<file path="config.mk">
export PLATFORM = sky130hd
export DESIGN_NAME = apb3_slot_bridge_wd_flat
export DESIGN_NICKNAME = d
export VERILOG_FILES = /design/src/rtl/apb3_slot_bridge_wd_pkg.sv /design/src/rtl/apb3_slot_bridge_wd_if.sv /design/src/rtl/apb3_slot_bridge_wd_counter.sv /design/src/rtl/apb3_slot_bridge_wd.sv /design/src/flat_wrapper.sv
export SDC_FILE = /design/constraint.sdc
export NUM_CORES = 1
export LEC_CHECK = 0
export BUFFER_PORTS_ARGS = -buffer_cell sky130_fd_sc_hd__clkbuf_2
export CAP_MARGIN = 20
export CORE_AREA = 2 2 285 287
export CTS_CLUSTER_SIZE = 12
export DETAILED_ROUTE_END_ITERATION = 8
export DIE_AREA = 0 0 287 289
export HOLD_SLACK_MARGIN = 0.05
export PLACE_DENSITY_LB_ADDON = 0.05
export SYNTH_ARGS = -nofsm -noshare
export SYNTH_HDL_FRONTEND = slang
export SYNTH_HIERARCHICAL = 1
export SYNTH_SLANG_ARGS = --single-unit
</file>
<file path="constraint.sdc">
create_clock -name clk -period 7.8 [get_ports clk]
set_clock_uncertainty 0.15 [all_clocks]
set_input_delay 0.39 -clock clk [delete_from_list [all_inputs] [get_ports clk]]
set_output_delay 0.39 -clock clk [all_outputs]
set_load 0.01 [all_outputs]
</file>
<file path="src/rtl/apb3_slot_bridge_wd_pkg.sv">
// apb3_slot_bridge_wd_pkg: shared FSM state type, watchdog counter width and slot-index width helper
package apb3_slot_bridge_wd_pkg;
  typedef enum logic [1:0] {IDLE, SETUP, ACCESS, DONE} state_t;
  localparam int CNT_W = 16;
  function automatic int slot_w(input int n);
    return n > 1 ? $clog2(n) : 1;
  endfunction
endpackage

</file>
<file path="src/rtl/apb3_slot_bridge_wd_if.sv">
// apb3_slot_bridge_wd_if: master-side and slot-side APB3 signals; slave modport is the bridge view, master modport is the upstream master plus peripherals
interface apb3_slot_bridge_wd_if #(
  parameter int APB_DWIDTH = 32,
  parameter int NSLOTS = 16
);
  logic psel, penable, pwrite;
  logic [31:0] paddr;
  logic [APB_DWIDTH-1:0] pwdata, prdata;
  logic pready, pslverr;
  logic [NSLOTS-1:0] psels;
  logic penables, pwrites;
  logic [31:0] paddrs;
  logic [APB_DWIDTH-1:0] pwdatas;
  logic [NSLOTS*APB_DWIDTH-1:0] prdatas;
  logic [NSLOTS-1:0] preadys, pslverrs;
  modport master (output psel, penable, pwrite, paddr, pwdata, prdatas, preadys, pslverrs,
                  input prdata, pready, pslverr, psels, penables, pwrites, paddrs, pwdatas);
  modport slave (input psel, penable, pwrite, paddr, pwdata, prdatas, preadys, pslverrs,
                 output prdata, pready, pslverr, psels, penables, pwrites, paddrs, pwdatas);
endinterface

</file>
<file path="src/rtl/apb3_slot_bridge_wd_counter.sv">
// apb3_slot_bridge_wd_counter: 16-bit saturating wait counter; ports clk, rst_n, clr, en, limit, expired (limit 0 never expires)
module apb3_slot_bridge_wd_counter import apb3_slot_bridge_wd_pkg::*; (
  input  logic             clk,
  input  logic             rst_n,
  input  logic             clr,
  input  logic             en,
  input  logic [CNT_W-1:0] limit,
  output logic             expired
);
  logic [CNT_W-1:0] cnt;
  always_ff @(posedge clk or negedge rst_n)
    if (!rst_n) cnt <= '0;
    else cnt <= clr ? '0 : (en && ~&cnt) ? cnt + 1'b1 : cnt;
  assign expired = |limit && cnt >= limit;
endmodule

</file>
<file path="src/rtl/apb3_slot_bridge_wd.sv">
// apb3_slot_bridge_wd: APB3 slot decoder/bridge with per-transfer watchdog; ports clk, rst_n, bus (slave modport), timeout_evt pulse, timeout_slot
module apb3_slot_bridge_wd import apb3_slot_bridge_wd_pkg::*; #(
  parameter int          APB_DWIDTH     = 32,
  parameter int          MADDR_BITS     = 16,
  parameter int          NSLOTS         = 16,
  parameter logic [15:0] SLOT_ENABLE    = 16'h007E,
  parameter int          TIMEOUT_CYCLES = 255,
  localparam int         SLOT_W         = slot_w(NSLOTS)
) (
  input  logic                  clk,
  input  logic                  rst_n,
  apb3_slot_bridge_wd_if.slave  bus,
  output logic                  timeout_evt,
  output logic [SLOT_W-1:0]     timeout_slot
);
  state_t state;
  logic [SLOT_W-1:0] idx;
  logic [SLOT_W-1:0] sel;
  logic expired;
  assign sel = bus.paddr[MADDR_BITS-1 -: SLOT_W];
  apb3_slot_bridge_wd_counter u_wd (
    .clk     (clk),
    .rst_n   (rst_n),
    .clr     (state != ACCESS),
    .en      (state == ACCESS && !bus.preadys[idx]),
    .limit   (CNT_W'(TIMEOUT_CYCLES)),
    .expired (expired)
  );
  always_ff @(posedge clk or negedge rst_n)
    if (!rst_n) begin
      state        <= IDLE;
      idx          <= '0;
      bus.psels    <= '0;
      bus.penables <= 1'b0;
      bus.pwrites  <= 1'b0;
      bus.paddrs   <= '0;
      bus.pwdatas  <= '0;
      bus.prdata   <= '0;
      bus.pready   <= 1'b0;
      bus.pslverr  <= 1'b0;
      timeout_evt  <= 1'b0;
      timeout_slot <= '0;
    end else begin
      timeout_evt <= 1'b0;
      case (state)
        IDLE:
          if (bus.psel && !bus.penable) begin
            bus.paddrs  <= bus.paddr;
            bus.pwrites <= bus.pwrite;
            bus.pwdatas <= bus.pwdata;
            idx         <= sel;
            if (SLOT_ENABLE[sel]) begin
              bus.psels <= NSLOTS'(1) << sel;
              state     <= SETUP;
            end else begin
              bus.prdata  <= '0;
              bus.pslverr <= 1'b1;
              bus.pready  <= 1'b1;
              state       <= DONE;
            end
          end
        SETUP: begin
          bus.penables <= 1'b1;
          state        <= ACCESS;
        end
        ACCESS:
          // ready is tested first so it wins over a same-cycle watchdog expiry
          if (bus.preadys[idx] || expired) begin
            bus.prdata   <= (bus.preadys[idx] && !bus.pwrites) ? bus.prdatas[idx*APB_DWIDTH +: APB_DWIDTH] : '0;
            bus.pslverr  <= bus.preadys[idx] ? bus.pslverrs[idx] : 1'b1;
            timeout_evt  <= !bus.preadys[idx];
            timeout_slot <= bus.preadys[idx] ? timeout_slot : idx;
            bus.psels    <= '0;
            bus.penables <= 1'b0;
            bus.pready   <= 1'b1;
            state        <= DONE;
          end
        DONE: begin
          bus.prdata  <= '0;
          bus.pslverr <= 1'b0;
          bus.pready  <= 1'b0;
          state       <= IDLE;
        end
        default: state <= IDLE;
      endcase
    end
endmodule

</file>
<file path="src/flat_wrapper.sv">
// flat-port wrapper written by rule: the top's interface ports become plain ports
module apb3_slot_bridge_wd_flat import apb3_slot_bridge_wd_pkg::*;
#(
  parameter int          APB_DWIDTH     = 32,
  parameter int          MADDR_BITS     = 16,
  parameter int          NSLOTS         = 16,
  parameter logic [15:0] SLOT_ENABLE    = 16'h007E,
  parameter int          TIMEOUT_CYCLES = 255,
  localparam int         SLOT_W         = slot_w(NSLOTS)
)
  (clk, rst_n, timeout_evt, timeout_slot, bus_psel, bus_penable, bus_pwrite, bus_paddr, bus_pwdata, bus_prdatas, bus_preadys, bus_pslverrs, bus_prdata, bus_pready, bus_pslverr, bus_psels, bus_penables, bus_pwrites, bus_paddrs, bus_pwdatas);
  apb3_slot_bridge_wd_if #(.APB_DWIDTH(APB_DWIDTH), .NSLOTS(NSLOTS)) bus_i ();
  input  logic clk;
  input  logic rst_n;
  output logic timeout_evt;
  output logic [SLOT_W-1:0] timeout_slot;
  input wire logic [$bits(bus_i.psel)-1:0] bus_psel;
  input wire logic [$bits(bus_i.penable)-1:0] bus_penable;
  input wire logic [$bits(bus_i.pwrite)-1:0] bus_pwrite;
  input wire logic [$bits(bus_i.paddr)-1:0] bus_paddr;
  input wire logic [$bits(bus_i.pwdata)-1:0] bus_pwdata;
  input wire logic [$bits(bus_i.prdatas)-1:0] bus_prdatas;
  input wire logic [$bits(bus_i.preadys)-1:0] bus_preadys;
  input wire logic [$bits(bus_i.pslverrs)-1:0] bus_pslverrs;
  output wire logic [$bits(bus_i.prdata)-1:0] bus_prdata;
  output wire logic [$bits(bus_i.pready)-1:0] bus_pready;
  output wire logic [$bits(bus_i.pslverr)-1:0] bus_pslverr;
  output wire logic [$bits(bus_i.psels)-1:0] bus_psels;
  output wire logic [$bits(bus_i.penables)-1:0] bus_penables;
  output wire logic [$bits(bus_i.pwrites)-1:0] bus_pwrites;
  output wire logic [$bits(bus_i.paddrs)-1:0] bus_paddrs;
  output wire logic [$bits(bus_i.pwdatas)-1:0] bus_pwdatas;
  assign bus_i.psel = bus_psel;
  assign bus_i.penable = bus_penable;
  assign bus_i.pwrite = bus_pwrite;
  assign bus_i.paddr = bus_paddr;
  assign bus_i.pwdata = bus_pwdata;
  assign bus_i.prdatas = bus_prdatas;
  assign bus_i.preadys = bus_preadys;
  assign bus_i.pslverrs = bus_pslverrs;
  assign bus_prdata = bus_i.prdata;
  assign bus_pready = bus_i.pready;
  assign bus_pslverr = bus_i.pslverr;
  assign bus_psels = bus_i.psels;
  assign bus_penables = bus_i.penables;
  assign bus_pwrites = bus_i.pwrites;
  assign bus_paddrs = bus_i.paddrs;
  assign bus_pwdatas = bus_i.pwdatas;
  apb3_slot_bridge_wd #(.APB_DWIDTH(APB_DWIDTH), .MADDR_BITS(MADDR_BITS), .NSLOTS(NSLOTS), .SLOT_ENABLE(SLOT_ENABLE), .TIMEOUT_CYCLES(TIMEOUT_CYCLES)) u_core (.clk(clk), .rst_n(rst_n), .bus(bus_i), .timeout_evt(timeout_evt), .timeout_slot(timeout_slot));
endmodule
</file>
# After elaboration in Yosys (flattened, before gate mapping)
# Memories as Yosys holds them, arrays and structs flattened.
# Cells that the tools add are included.
# totals
elab_cells,81
out_inout_bits,121
latchBits,0
in_bits,613
ram_bits,0
reg_bits,143
mem_count,1
mem_bits_ro,16
# op_classes
mux,31
eq_ne,8
add_sub_neg,1
div_mod_pow,0
shift,2
n_reduce_logical,21
bitwise_logic,1
multipliers,0
n_lt_le_gt_ge,3
# mem_list
name,depth,width,read_ports,rd_clocked_by_memory_dff,write_ports,line_no,rtl
(no name shown),16,1,1,0,0,apb3_slot_bridge_wd.sv:52,if (SLOT_ENABLE[sel]) begin
# ops
cell,n
$shiftx A512 B10 Y32,1
$mux W32,4
$pmux W32 S3,1
$mux W16,5
$pmux W16 S2,1
$add A16 B1 Y16 const B,1
$ge A16 B8 Y1 const B,1
$reduce_and A16 Y1,1
$shl A1 B4 Y16 const A,1
$mux W1,11
$lt A4 B5 Y1 const B,2
$bmux W1 S4,2
$pmux W2 S4,1
$reduce_and A4 Y1,2
$mux W2,3
$ne A2 B2 Y1 const B,3
$pmux W1 S3,2
$reduce_and A2 Y1,3
$reduce_bool A2 Y1,3
$eq A2 B2 Y1 const B,2
$logic_and A1 B1 Y1,4
$logic_not A1 Y1,4
$ne A2 B1 Y1 const B,2
$reduce_and A3 Y1,1
other kinds (6),6

# Logic depth before layout (Yosys ltp)
# depth
ltp_word,7
ltp_mapped,12
mapped_depth_nobuf,10

# Hierarchy
# The synthesis kept the hierarchy.
# by_module_without_submodules
module,seq_area_each_um2,area_per_inst_um2,cells_each,n_inst
apb3_slot_bridge_wd,3078.0,9018.6,639,1
apb3_slot_bridge_wd_counter,400.4,1285.0,146,1

# Worst setup path after synthesis
# No wires, ideal clock.
# synth_timing
path_kind,reg2reg
start,reg u_core/bus.paddrs[14] (netlist name)
end,reg u_core.u_wd.cnt[13]
arrival_ns,2.487
synth_period_minus_slack_ns,2.769
setup_ns,0.132
path_stages_with_launch,13
n_path_buf,2
path_slack_ns,5.031
t_required_ns,7.518
path_cell_list,dfrtp_1 -> buf_2 -> mux4_2 -> mux2i_1 -> mux2i_1 -> buf_6 -> nand2b_1 -> inv_2 -> nand4_1 -> nor2_1 -> nand4_1 -> xor2_1 -> nor2_1
# synth_lines
element,line_no,rtl
to (signal assigned),apb3_slot_bridge_wd_counter.sv:13,else cnt <= clr ? '0 : (en && ~&cnt) ? cnt + 1'b1 : cnt;
to (decl),apb3_slot_bridge_wd_counter.sv:10,logic [CNT_W-1:0] cnt;

==> results.tsv <==
metric	value	unit
status	completed	
final_max_slew_viol_count	0	
clk_transition_reported_paths	0.08	ns
relSlewSlack	30.6	%
synth.largest_area_cell	dfrtp_1	
setup_tns	0	ns
place_congestion	0.819	
clkLatencyLatePin	0.47	ns
avgSynthCellArea	13.1	um^2
p_leak	8.10	nW
min_period_over_period	52.9	%
synth_area	10300	um^2
numClockSinks	139	
synth.area.top_cells	dfrtp_1, mux4_2, mux2_2	
synth_flop_cell	dfrtp_1	
post-route-worst-setup-slack	3.67	ns
core-area	79900	um^2
arrival	4.31	ns
synth_cell_types	53	
cts_resized	0	
setup_violations	0	
cts_buffer_depth	2	
die_y	289	um
grt_pass1_wl	86.1	mm
place.port_buffers	733	
ant_nets	0	
die_x	287	um
ys_seq_area_share	33.8	%
drive_gt1_share	62.9	%
drt_first_pass_iters	4	
root_buffer	clkbuf_16	
synth_seq_cells	139	
cp-start-kind	register	
cts_setup_buffers	0	
yosysWarnings	6	
min_from	bus_paddr[13]	
start_util	12.9	%
synthesis.instances	785	
boundaryPins	734	
fmax	0.242	GHz
worstHoldPathType	input pin to register	
cts_tree	yes	
hold_end	u_core/bus.paddrs[13]	
rows	104	
criticalPathCategory	register to register	
n_fill_cell	8883	
antenna_found_initial	26	
synth_edf_count	0	
synthToLayoutAreaGrowth	60.0	%
p_per_area	317	nW/um^2
yosysTopAreaCellShare	33.8	%
dr_total_vias	10200	
min_period	4.13	ns
grt_pass1_vias	11700	
hold_buffers	63	
htree_levels	4	
crit_path_max_fanout	44	
hpwlAfterDp	51.5	mm
r2r_start	u_core/bus.paddrs[14]	
rsz0062_at_grt	no	
drtIter0Drc	367	
die_area	82900	um^2
numCtsBuffers	17	
drv_cap	0	
grt_max_degree	81	
tightest_slew	1.04	ns
drc	0	
totalWireLength	62.3	mm
overflow	0	
hold_viol_final	0	
async_flop_share	100	%
globalRouteTotalUtil	14.8	%
crit_path_end_kind	register	
rrSetupSlack	3.67	ns
vias_per_cell	3.86	
hold_depth	2	
rr_endpoint	u_core/u_wd/cnt[15]	
avgRoutedWirePerCell	23.5	um
dpl_worst_slack	3.50	ns
r2r_cells	12	
peakVddDrop	0.278	mV
num-nets-final	2204	
required	7.98	ns
metal layers:
layer  vias to the layer above  global-route usage [%]  share of wire, %  wire [um]
li1                       4690                       -                 -          -
met1                      5064                    15.3                36      22300
met2                       408                    27.4                54      33700
met3                        67                    5.07               7.4       4620
met4                        12                    5.43               2.6       1650
met5                         -                       0              0.13         78
flip-flops by register name, summed over array words and instances (netlist names):
name and flops:
u_core/bus.psels 16, u_core/bus.pslverr 1, u_core/bus.prdata 32, u_core/u_wd/cnt 16, u_core/timeout_evt 1, u_core/bus.pwdatas 32, u_core/state 2, u_core/bus.penables 1
u_core/bus.paddrs 32, u_core/bus.pwrites 1, u_core/bus.pready 1, u_core/timeout_slot 4
worst max-delay path: stages (launching register included):
cell	delay [ns]
dfrtp_2	0.34
buf_4	0.55
mux4_2	0.58
mux2i_1	0.33
mux2i_4	0.31
buf_4	0.34
nand2b_1	0.22
inv_2	0.17
nand4_1	0.14
nor2_1	0.42
nand4_1	0.18
xor2_1	0.17
nor2_1	0.05
Yosys cell counts (all sizes together), types with 3 or more instances:
cell	number
nor2b	5
dfrtp	139
clkbuf	38
mux2	74
a21bo	32
and4	3
nand2	17
buf	35
and2	12
and3	5
ha	22
nand2b	4
a21oi	10
nand3	7
xor2	7
nand4	40
xnor2	7
o21ai	38
nor3	9
inv	24
mux2i	39
nor2	27
mux4	136
nor4	7
a22oi	32
worst max-delay path by stage:
| stage | from | endpoint | depth (start not counted) |
|---|---|---|---|
| 6_report | u_core/bus.paddrs[14] | u_core/u_wd/cnt[15] | 12 |
| 3_5_place_dp | u_core/bus.paddrs[12] | u_core/u_wd/cnt[15] | 11 |
| 5_1_grt | u_core/bus.paddrs[12] | u_core/u_wd/cnt[11] | 11 |
| 2_1_floorplan | u_core/bus.paddrs[14] | u_core/u_wd/cnt[13] | 12 |
| 4_1_cts | u_core/bus.paddrs[12] | u_core/u_wd/cnt[15] | 11 |
| 3_3_place_gp | u_core/bus.paddrs[12] | u_core/u_wd/cnt[7] | 11 |
area by class of cell:
| class | count | area [um^2] | share of cell area (%) |
|---|---|---|---|
| Sequential cell | 139 | 3490 | 21.2 |
| Clock inverter | 14 | 153 | 0.926 |
| Multi-Input combinational cell | 579 | 6560 | 39.8 |
| Clock buffer | 18 | 429 | 2.60 |
| Inverter | 24 | 90.1 | 0.547 |
| Tap cell | 1060 | 1330 | 8.05 |
| Timing Repair Buffer | 808 | 4410 | 26.7 |
| Antenna cell | 11 | 27.5 | 0.167 |
through the flow:
stage | power [mW] | hold WS [ns] | cell area [um^2] | utilization (%) | std cells
floorplan | 3.19 | -0.0556 | 10400 | - | 815
global placement | 4.48 | 0.318 | 15200 | 19.1 | 2546
detailed placement | 4.51 | 0.315 | 15200 | 19.1 | 2547
CTS | 5.43 | 0.0524 | 16500 | 20.6 | 2642
global route | 5.65 | 0.0902 | 16500 | 20.6 | 2651
finish | 5.23 | 0.105 | 16500 | 20.6 | 2653
kinds of logic (layout without fill, tap and decap cells):
group | count (synthesis) | after routing | synth area share (%)
mux | 249 | 249 | 41.6
flops | 139 | 139 | 33.8
simple gates | 138 | 138 | 7.77
compound gates | 124 | 124 | 8.83
buf+inv | 97 | 864 | 4.10
fa+ha+maj | 22 | 22 | 2.67
xor+xnor | 14 | 14 | 1.19
other cells | 2 | 43 | 0.0729
placed cells by master, fill, tap and decap left out, drive strengths merged, types with 2 or more instances in the layout:
master / instances
clkbuf: 750
dfrtp: 139
mux4: 136
mux2: 74
dlygate4sd3: 63
nand4: 40
mux2i: 39
o21ai: 38
inv: 34
a22oi: 32
a21bo: 32
conb: 32
nor2: 27
ha: 22
nand2: 17
buf: 13
and2: 12
diode: 11
a21oi: 10
nor3: 9
nand3: 7
xnor2: 7
xor2: 7
nor4: 7
nor2b: 5
and3: 5
nand2b: 4
and4: 3
clkinvlp: 2
a31oi: 2
a41oi: 2
o22ai: 2
where the power goes:
group / leakage [nW] / internal (mW) / switching, mW
logic: 6.02 / 1.45 / 1.68
clock network: 0.284 / 0.454 / 0.398
registers: 1.79 / 0.994 / 0.247
total: 8.10 / 2.90 / 2.33
(Power assumes the default switching activity.)
